[config.mk]
export PLATFORM = sky130hd
export DESIGN_NAME = calc_display_driver
export DESIGN_NICKNAME = d
export VERILOG_FILES = /design/src/rtl/calc_disp_pkg.sv /design/src/rtl/bin2bcd_seq.sv /design/src/rtl/calc_display_driver.sv
export SDC_FILE = /design/constraint.sdc
export NUM_CORES = 1
export LEC_CHECK = 0
export ABC_AREA = 1
export CELL_PAD_IN_SITES_DETAIL_PLACEMENT = 0
export CELL_PAD_IN_SITES_GLOBAL_PLACEMENT = 1
export CORE_ASPECT_RATIO = 0.7
export CORE_MARGIN = 2
export CORE_UTILIZATION = 45
export CTS_CLUSTER_SIZE = 25
export DETAILED_ROUTE_END_ITERATION = 10
export PLACE_DENSITY_LB_ADDON = 0.1
export SYNTH_ARGS = -nofsm -noshare
export SYNTH_HDL_FRONTEND = slang
export SYNTH_SLANG_ARGS = --single-unit
export TNS_END_PERCENT = 100
[constraint.sdc]
create_clock -name clk -period 2.6 [get_ports clk]
set_input_delay 0.26 -clock clk [delete_from_list [all_inputs] [get_ports clk]]
set_output_delay 0.26 -clock clk [all_outputs]
set_load 0.01 [all_outputs]
[src/rtl/calc_disp_pkg.sv]
// Shared types, constants and the digit-to-segment decoder for the calculator display driver.
package calc_disp_pkg;

  typedef enum logic [0:0] {
    IDLE    = 1'b0,
    CONVERT = 1'b1
  } disp_state_t;

  localparam int         NUM_POS   = 6;
  localparam logic [6:0] SEG_BLANK = 7'h7F;
  localparam logic [6:0] SEG_MINUS = 7'h3F;

  // Active-low {g,f,e,d,c,b,a}; non-decimal nibbles never occur but decode to blank.
  function automatic logic [6:0] bcd_to_seg(input logic [3:0] nib);
    logic [6:0] seg;
    case (nib)
      4'd0:    seg = 7'h40;
      4'd1:    seg = 7'h79;
      4'd2:    seg = 7'h24;
      4'd3:    seg = 7'h30;
      4'd4:    seg = 7'h19;
      4'd5:    seg = 7'h12;
      4'd6:    seg = 7'h02;
      4'd7:    seg = 7'h78;
      4'd8:    seg = 7'h00;
      4'd9:    seg = 7'h10;
      default: seg = SEG_BLANK;
    endcase
    return seg;
  endfunction

endpackage

[src/rtl/bin2bcd_seq.sv]
// Sequential 15-bit double-dabble converter: one shift per cycle, restartable by a new start.
module bin2bcd_seq
  import calc_disp_pkg::*;
(
  input  logic        clk,
  input  logic        nRST,
  input  logic        start,
  input  logic [14:0] bin,
  output logic        busy,
  output logic        done,
  output logic [19:0] bcd
);

  disp_state_t state;
  logic [14:0] bin_sr;
  logic [19:0] bcd_sr;
  logic [19:0] adj;
  logic [19:0] shifted;
  logic [3:0]  count;

  always_comb begin
    adj = bcd_sr;
    for (int i = 0; i < 5; i++) begin
      if (bcd_sr[i*4 +: 4] >= 4'd5)
        adj[i*4 +: 4] = bcd_sr[i*4 +: 4] + 4'd3;
    end
    shifted = {adj[18:0], bin_sr[14]};
  end

  // done marks the cycle whose shift is the 15th, so the caller can commit bcd on that edge.
  assign busy = (state == CONVERT);
  assign done = busy && (count == 4'd14) && !start;
  assign bcd  = shifted;

  always_ff @(posedge clk or negedge nRST) begin
    if (!nRST) begin
      state  <= IDLE;
      bin_sr <= '0;
      bcd_sr <= '0;
      count  <= '0;
    end else if (start) begin
      state  <= CONVERT;
      bin_sr <= bin;
      bcd_sr <= '0;
      count  <= '0;
    end else if (state == CONVERT) begin
      bcd_sr <= shifted;
      bin_sr <= {bin_sr[13:0], 1'b0};
      count  <= count + 4'd1;
      if (count == 4'd14)
        state <= IDLE;
    end
  end

endmodule

[src/rtl/calc_display_driver.sv]
// Captures controller results, converts them to BCD and scans a six-position seven-segment display.
// Define CALC_LEADING_ZERO_BLANK_EN to blank leading zero digits on positions 4..1.
module calc_display_driver
  import calc_disp_pkg::*;
#(
  parameter int REFRESH_DIV = 1000
) (
  input  logic        clk,
  input  logic        nRST,
  input  logic [15:0] display_output,
  input  logic        complete,
  output logic        busy,
  output logic [19:0] bcd_out,
  output logic        bcd_neg,
  output logic        bcd_valid,
  output logic [6:0]  seg_n,
  output logic [5:0]  an_n
);

  localparam int            RW           = $clog2(REFRESH_DIV);
  localparam logic [RW-1:0] REFRESH_LAST = RW'(REFRESH_DIV - 1);
  localparam logic [2:0]    LAST_POS     = 3'(NUM_POS - 1);

  logic          complete_q;
  logic          load;
  logic          sign_pend;
  logic          conv_done;
  logic [19:0]   conv_bcd;
  logic [RW-1:0] refresh_cnt;
  logic [2:0]    pos;
  logic [5:0]    lead_zero;
  logic [19:0]   digit_shift;
  logic [6:0]    seg_next;

  assign load = complete & ~complete_q;

  bin2bcd_seq u_bin2bcd (
    .clk   (clk),
    .nRST  (nRST),
    .start (load),
    .bin   (display_output[14:0]),
    .busy  (busy),
    .done  (conv_done),
    .bcd   (conv_bcd)
  );

  // The sign is held beside the converter so a restart replaces it together with the magnitude.
  always_ff @(posedge clk or negedge nRST) begin
    if (!nRST) begin
      complete_q <= 1'b0;
      sign_pend  <= 1'b0;
      bcd_out    <= '0;
      bcd_neg    <= 1'b0;
      bcd_valid  <= 1'b0;
    end else begin
      complete_q <= complete;
      if (load)
        sign_pend <= display_output[15];
      if (conv_done) begin
        bcd_out   <= conv_bcd;
        bcd_neg   <= sign_pend && (conv_bcd != 20'd0);
        bcd_valid <= 1'b1;
      end
    end
  end

  always_comb begin
    lead_zero = '0;
`ifdef CALC_LEADING_ZERO_BLANK_EN
    lead_zero[5] = 1'b1;
    for (int k = 4; k >= 1; k--)
      lead_zero[k] = lead_zero[k+1] && (bcd_out[k*4 +: 4] == 4'd0);
`endif
  end

  always_comb begin
    seg_next    = SEG_BLANK;
    digit_shift = bcd_out >> {pos, 2'b00};
    if (bcd_valid) begin
      if (pos == LAST_POS)
        seg_next = bcd_neg ? SEG_MINUS : SEG_BLANK;
      else if (!lead_zero[pos])
        seg_next = bcd_to_seg(digit_shift[3:0]);
    end
  end

  // seg_n and an_n are registered from the same index so they always switch together.
  always_ff @(posedge clk or negedge nRST) begin
    if (!nRST) begin
      refresh_cnt <= '0;
      pos         <= '0;
      seg_n       <= SEG_BLANK;
      an_n        <= 6'h3F;
    end else begin
      if (refresh_cnt == REFRESH_LAST) begin
        refresh_cnt <= '0;
        pos         <= (pos == LAST_POS) ? 3'd0 : pos + 3'd1;
      end else begin
        refresh_cnt <= refresh_cnt + RW'(1);
      end
      an_n  <= ~(6'b000001 << pos);
      seg_n <= seg_next;
    end
  end

endmodule

==> results of run 1 <==
-- cell usage in the layout, fill, tap and decap left out, types with 4 or more instances in the layout --
cell	Yosys	layout
nand2_1	171	171
inv_2	5	5
clkdlybuf4s50_1	0	53
nor2_1	30	30
nand3_1	24	24
o21ai_1	20	20
o211ai_1	8	8
ha_1	19	19
xor2_1	4	4
o221ai_1	6	6
clkbuf_16	0	9
inv_1	77	77
dfstp_2	13	13
buf_4	1	7
nand4_1	6	6
a21oi_1	7	7
dfrtp_1	77	77
o22ai_1	19	19
o21ai_0	21	21
-- final timing paths --
path | startpoint | end | slack (ps) | depth (start not counted)
worst max-delay path | pos[0] | seg_n[0] | 400 | 9
worst min-delay path | complete | complete_q | 400 | 1
worst max register to register | pos[0] | seg_n[0] | 400 | 9
worst min register to register | refresh_cnt[0] | refresh_cnt[0] | 460 | 1
max in group asynchronous | nRST | an_n[2] | 1420 | 3
min in group asynchronous | nRST | complete_q | 470 | 2
-- logic make-up after synthesis --
kind of cell | after synthesis
buffers and inverters | 98
flip-flops | 90
AND/OR/NAND/NOR | 244
AO/OA/AOI/OAI | 88
adder cells (fa/ha/maj) | 19
XOR/XNOR | 4
-- timing repair --
item	4_1_cts	5_1_grt
hold buffers	1	0
hold endpoints to repair	35	0
setup endpoints to repair	0	0
resized for setup	0	0
buffers inserted	0	0
-- registers in the layout, indices dropped and copies added (netlist names) --
name and count:
sign_pend 1, pos 3, u_bin2bcd.busy 1, bcd_neg 1, u_bin2bcd.bin_sr 15, seg_n 7
complete_q 1, u_bin2bcd.bcd_sr 20, bcd_valid 1, bcd_out 20, refresh_cnt 10, u_bin2bcd.count 4
an_n 6
-- routing by layer --
layer,up-vias,part of all wire
met4,0,0.015
met1,1653,0.52
met2,53,0.43
met3,13,0.030
li1,1856,-
met5,-,0
-- through the flow --
stage,util,setup WS [ps]
2_1_floorplan,-,845.9
3_3_place_gp,0.5349,501.5
3_5_place_dp,0.5349,458.0
4_1_cts,0.5678,443.9
5_1_grt,0.5678,284.3
6_report,0.5678,402.3
-- area by class of cell --
class                           instances  area (um^2)
Clock buffer                           14        274.0
Timing Repair Buffer                   62        613.1
Multi-Input combinational cell        355         1828
Fill cell                             893         4185
Inverter                               84        320.3
Clock inverter                          2        35.03
Tap cell                              128        160.2
Sequential cell                        90         2268
-- power by group through the flow --
stage	registers [uW]	clock network, uW	logic, uW
after global placement	2210	0	2470
final	2190	1330	2490
after floorplan	2240	0	1470
after detailed placement	2220	0	2490
after global routing	2250	1420	2850
after CTS	2200	1370	2510
-- worst max-delay path, delay by kind of cell (launching register included) --
family	cells	cell delay (ps)
flip-flops	1	620
AO/OA/AOI/OAI	2	490
AND/OR/NAND/NOR	5	680
adder cells (fa/ha/maj)	1	200
buffers and inverters	1	140
==> flow_summary_export.csv, run 1 <==
group,metric,value,unit
outcome,outcome,"completed",
synth,avgSynthCellArea,8.258,um^2
critical_path,cpPeakStageDelay,620,ps
synth,ys_seq_elements,90,
route,wl_per_cell,13.58,um
route,via_per_inst,4.864,
critical_path,worstPathArrival,2460,ps
synth,yosys_warnings,0,
clock_tree,cts_root_buf,"clkbuf_16",
synth,synthAdderAreaFrac,0.05301,
power_and_ir_drop,power.clock.fraction,0.221,
timing,slew_headroom,0.6140,
synth,muxShareOfSynthArea,0,
synth,yosys-top-cells-area,"dfrtp_1, nand2_1, dfstp_2",
global_route,groute.usage.overall,0.2006,
timing,whs,400.6,ps
critical_path,critical_path.max_fanout,10,
synth,yosys.cell_count.top_type,"nand2_1",
synth,synth_top_family_by_area,"simple AND/OR/NAND/NOR gates",
critical_path,slowest_stage,"dfrtp_1",
critical_path,worstSetupPathType,"flop to flop",
timing,finalCriticalPeriod,2198,ps
timing,period_share,0.8453,
power_and_ir_drop,p_int,3738,uW
route,wl,9.983,mm
finish,final_net_count,640,
synth,synth_top_area_share,0.4297,
finish,final_cell_area,0.005499,mm^2
synth,ys_top_cells_by_count,"nand2_1, dfrtp_1, inv_1",
global_route,grt_pass1_wl,16.60,mm
route,ant_nets,0,
min_path,hold_path.class,"input port to flop",
critical_path,startpoint_type,"flop",
synth,yosys.cell_types.count,36,
finish,area_growth,22.63,%
finish,drive_above_1_share,0.08402,
timing,fin_tns_setup,0,ps
timing,finalSetupViolCount,0,
die,initial_core_util,0.4630,
route,dr.pass1.iters,5,
critical_path,critPathCaptureType,"flop",
critical_path,path_cells,"nor2_1, nand2_1, nand4_1, a22oi_1, inv_1, ha_1, or2_1, o211ai_1, nand2_1",
placed_design,dp_cells,718,
global_route,antenna_found_initial,0,
global_route,grt_max_degree,48,
die,core,0.009684,mm^2
power_and_ir_drop,switching_share,0.3781,
power_and_ir_drop,seq_power_share,0.365,
placed_design,dpl-instance-area,0.005180,mm^2
die,fp.dieArea,0.01079,mm^2
synth,synth_fp_nets,581,
critical_path,critical_path.most_common_cell,"nand2_1",
placed_design,hpwlAfterDp,7.390,mm
clock_tree,clock_latency,330,ps
synth,synth-simple-area-share,0.2260,
clock_tree,htreeDepth,3,
synth,synth_edf_count,0,
placed_design,numPortBuffers,54,
synth,synthArstFlopShare,1.000,
power_and_ir_drop,switching_power,2272,uW
synth,synthXorXnorAreaFrac,0.007813,
power_and_ir_drop,ir_drop,446.2,uV
die,die_x,123.3,um
power_and_ir_drop,total_power,6010,uW
timing,finClkSkew,6.586,ps
placed_design,gp_congestion,0.8468,
timing,max_freq,455.0,MHz
run,maxCapViolCount,0,
synth,syn_area,0.004484,mm^2
critical_path,crit_required,2860,ps
synth,synth-compound-area-share,0.1208,
synth,yosys.area.top_type,"dfrtp_1",
power_and_ir_drop,p_leak,0.002684,uW
route,drt_iter0_drc,165,
finish,fin_cells,735,
global_route,met3_usage,0.03927,
global_route,met2_usage,0.2982,
clock_tree,numCtsBuffers,9,
finish,n_antenna_cell,0,
power_and_ir_drop,p_comb_frac,0.414,
global_route,grt_pass1_vias,3401,
route,vias,3575,
timing,worstMarginPinSlew,579.0,ps
synth,yosysSeqAreaShare,0.5059,
timing,slew_viol_final,0,
timing,hold_violations,0,
synth,ys.flop_type,"dfrtp_1",
power_and_ir_drop,p_per_area,1093,mW/mm^2
global_route,grt_overflow_total,0,
clock_tree,cts.sinks,90,
timing,rsz0062_at_grt,"false",
clock_tree,tritoncts,"built",
clock_tree,clock_path_buffers,2,
route,drc,0,
synth,netlist_instances,543,
clock_tree,clk_pin_slew,60,ps
global_route,grt_use_met1,0.2956,
global_route,grt-busiest-layer,"met2",
die,die_h,87.52,um
die,core.rowCount,30,
die,io_pins,55,
No activity file was read; power rests on OpenSTA's default activity.
==> run 2: changes to the inputs <==
Settings changed: CORE_UTILIZATION 45 to 38.
Clock period 2.6 ns to 1.9 ns, I/O delays scaled along.
==> flow_summary_export.csv, run 2 (synthesis results as in run 1) <==
group,metric,value,unit
finish,mostFrequentLayoutCells,"nand2_1, inv_1, dfrtp_1",
placed_design,gp_congestion,0.8242,
route,via_per_inst,4.646,
timing,worstMarginPinSlew,484.8,ps
critical_path,cpPeakStageDelay,470,ps
route,wl_per_cell,13.52,um
global_route,groute.usage.overall,0.1809,
timing,finalCriticalPeriod,1775,ps
clock_tree,numCtsBuffers,9,
global_route,grt_overflow_total,0,
finish,final_net_count,658,
die,die_h,94.89,um
die,die_x,133.8,um
timing,period_share,0.9342,
power_and_ir_drop,ir_drop,618.9,uV
route,drt_iter0_drc,202,
route,drc,0,
finish,drive_above_1_share,0.1344,
route,dr.pass1.iters,4,
finish,fin_cells,782,
critical_path,path_cells,"buf_4, buf_4, nand2_1, nand2_1, nand2_1, nand2_1, a21oi_4, nand2_2, a21oi_4, nand2_1",
critical_path,critPathTopFamily,"simple AND/OR/NAND/NOR gates",
clock_tree,htreeDepth,3,
global_route,grt_pass1_vias,3491,
finish,area_growth,27.34,%
global_route,grt_pass1_wl,17.72,mm
critical_path,cp_num_buf_inv,2,
clock_tree,clock_path_buffers,2,
critical_path,worstPathArrival,2030,ps
finish,final_common_cell,"nand2_1",
timing,rsz0062_at_grt,"false",
placed_design,numPortBuffers,54,
critical_path,crit_required,2160,ps
outcome,outcome,"completed",
finish,largestRegisters,"bcd_out x20, u_bin2bcd.bcd_sr x20, u_bin2bcd.bin_sr x15",
timing,slew_headroom,0.6738,
route,ant_nets,0,
timing,finClkSkew,8.300,ps
die,initial_core_util,0.3865,
timing,slew_viol_final,0,
clock_tree,clk_pin_slew,70,ps
clock_tree,cts_root_buf,"clkbuf_16",
timing,hold_violations,0,
clock_tree,clock_latency,340,ps
critical_path,critical_path_depth,10,
power_and_ir_drop,p_leak,0.002762,uW
global_route,grt_max_degree,41,
timing,finalSetupViolCount,0,
die,core.rowCount,33,
placed_design,dp_cells,757,
die,core,0.01160,mm^2
critical_path,slowest_stage,"dfrtp_2",
finish,fin_util,0.4922,
finish,n_antenna_cell,0,
critical_path,critical_path.max_fanout,6,
critical_path,startpoint_type,"flop",
route,wl,10.58,mm
clock_tree,tritoncts,"built",
min_path,hold_path.class,"input port to asynchronous set/reset pin",
global_route,antenna_found_initial,0,
die,fp.dieArea,0.01270,mm^2
clock_tree,cts.sinks,90,
route,vias,3633,
run,maxCapViolCount,0,
critical_path,critPathCaptureType,"flop",
critical_path,r2r_cells,10,
power_and_ir_drop,p_per_area,1480,mW/mm^2
critical_path,critical_path.most_common_cell,"nand2_1",
critical_path,worstSetupPathType,"flop to flop",
timing,fin_tns_setup,0,ps
timing,max_freq,563.4,MHz
power_and_ir_drop,total_power,8454,uW
placed_design,hpwlAfterDp,8.087,mm
die,io_pins,55,
==> run 2: cell type report <==
type,instances,area [um^2]
clock buffer,11,232.7
clock inverter,5,55.05
fill,1113,5892
inverter,84,320.3
multi-input combinational,355,1871
sequential,90,2271
tap,157,196.4
timing repair buffer,80,764.5
==> run 2: path summary, 6_finish.rpt <==
kind                                 from              to  slack, ps
min in group clk                 complete      complete_q        320
hold reg to reg            refresh_cnt[0]  refresh_cnt[0]        470
hold / removal                       nRST      bcd_out[8]        300
setup reg to reg                   pos[0]        seg_n[1]        130
setup / recovery                   pos[0]        seg_n[1]        130
max in group asynchronous            nRST        seg_n[1]        940
==> run 2: per-stage QoR <==
step,cell area [um^2],worst slack [ps],hold slack (ps)
floorplan,4484,145.9,-105.6
detailed placement,5304,9.080,133.5
global route,5710,6.055,318.3
CTS,5603,15.98,301.7
global placement,5304,50.96,135.1
finish,5710,125.0,295.5
==> run 2: worst reg2reg max path: stages (launching register included) <==
cell and delay (ps):
dfrtp_2 470, buf_4 170, buf_4 130, nand2_1 50, nand2_1 70, nand2_1 60, nand2_1 100, a21oi_4 220
nand2_2 110, a21oi_4 220, nand2_1 90
==> run 2: routing by layer <==
| layer | share of wire | GRT usage | vias to the layer above | wire, um |
|---|---|---|---|---|
| met5 | 0 | 0 | - | 0 |
| met4 | 0.0080 | 0.03812 | 0 | 85 |
| met3 | 0.029 | 0.04079 | 7 | 304 |
| met2 | 0.41 | 0.2603 | 47 | 4333 |
| met1 | 0.55 | 0.2766 | 1681 | 5852 |
| li1 | - | - | 1898 | - |
==> run 2: report_power, final <==
group	total (uW)	internal, uW	leakage (uW)	switching (uW)
sequential	3050	2570	0.00109	485
clock	1740	1020	0.000136	727
combinational	3660	1570	0.00154	2090
==> run 2: repair_timing <==
item | 4_1_cts | 5_1_grt
resized for setup | 1 | 21
pin swaps | 0 | 3
endpoints found under the hold margin | 22 | 0
endpoints found under the setup margin | 1 | 8
setup buffers | 0 | 8
hold buffers | 1 | 0
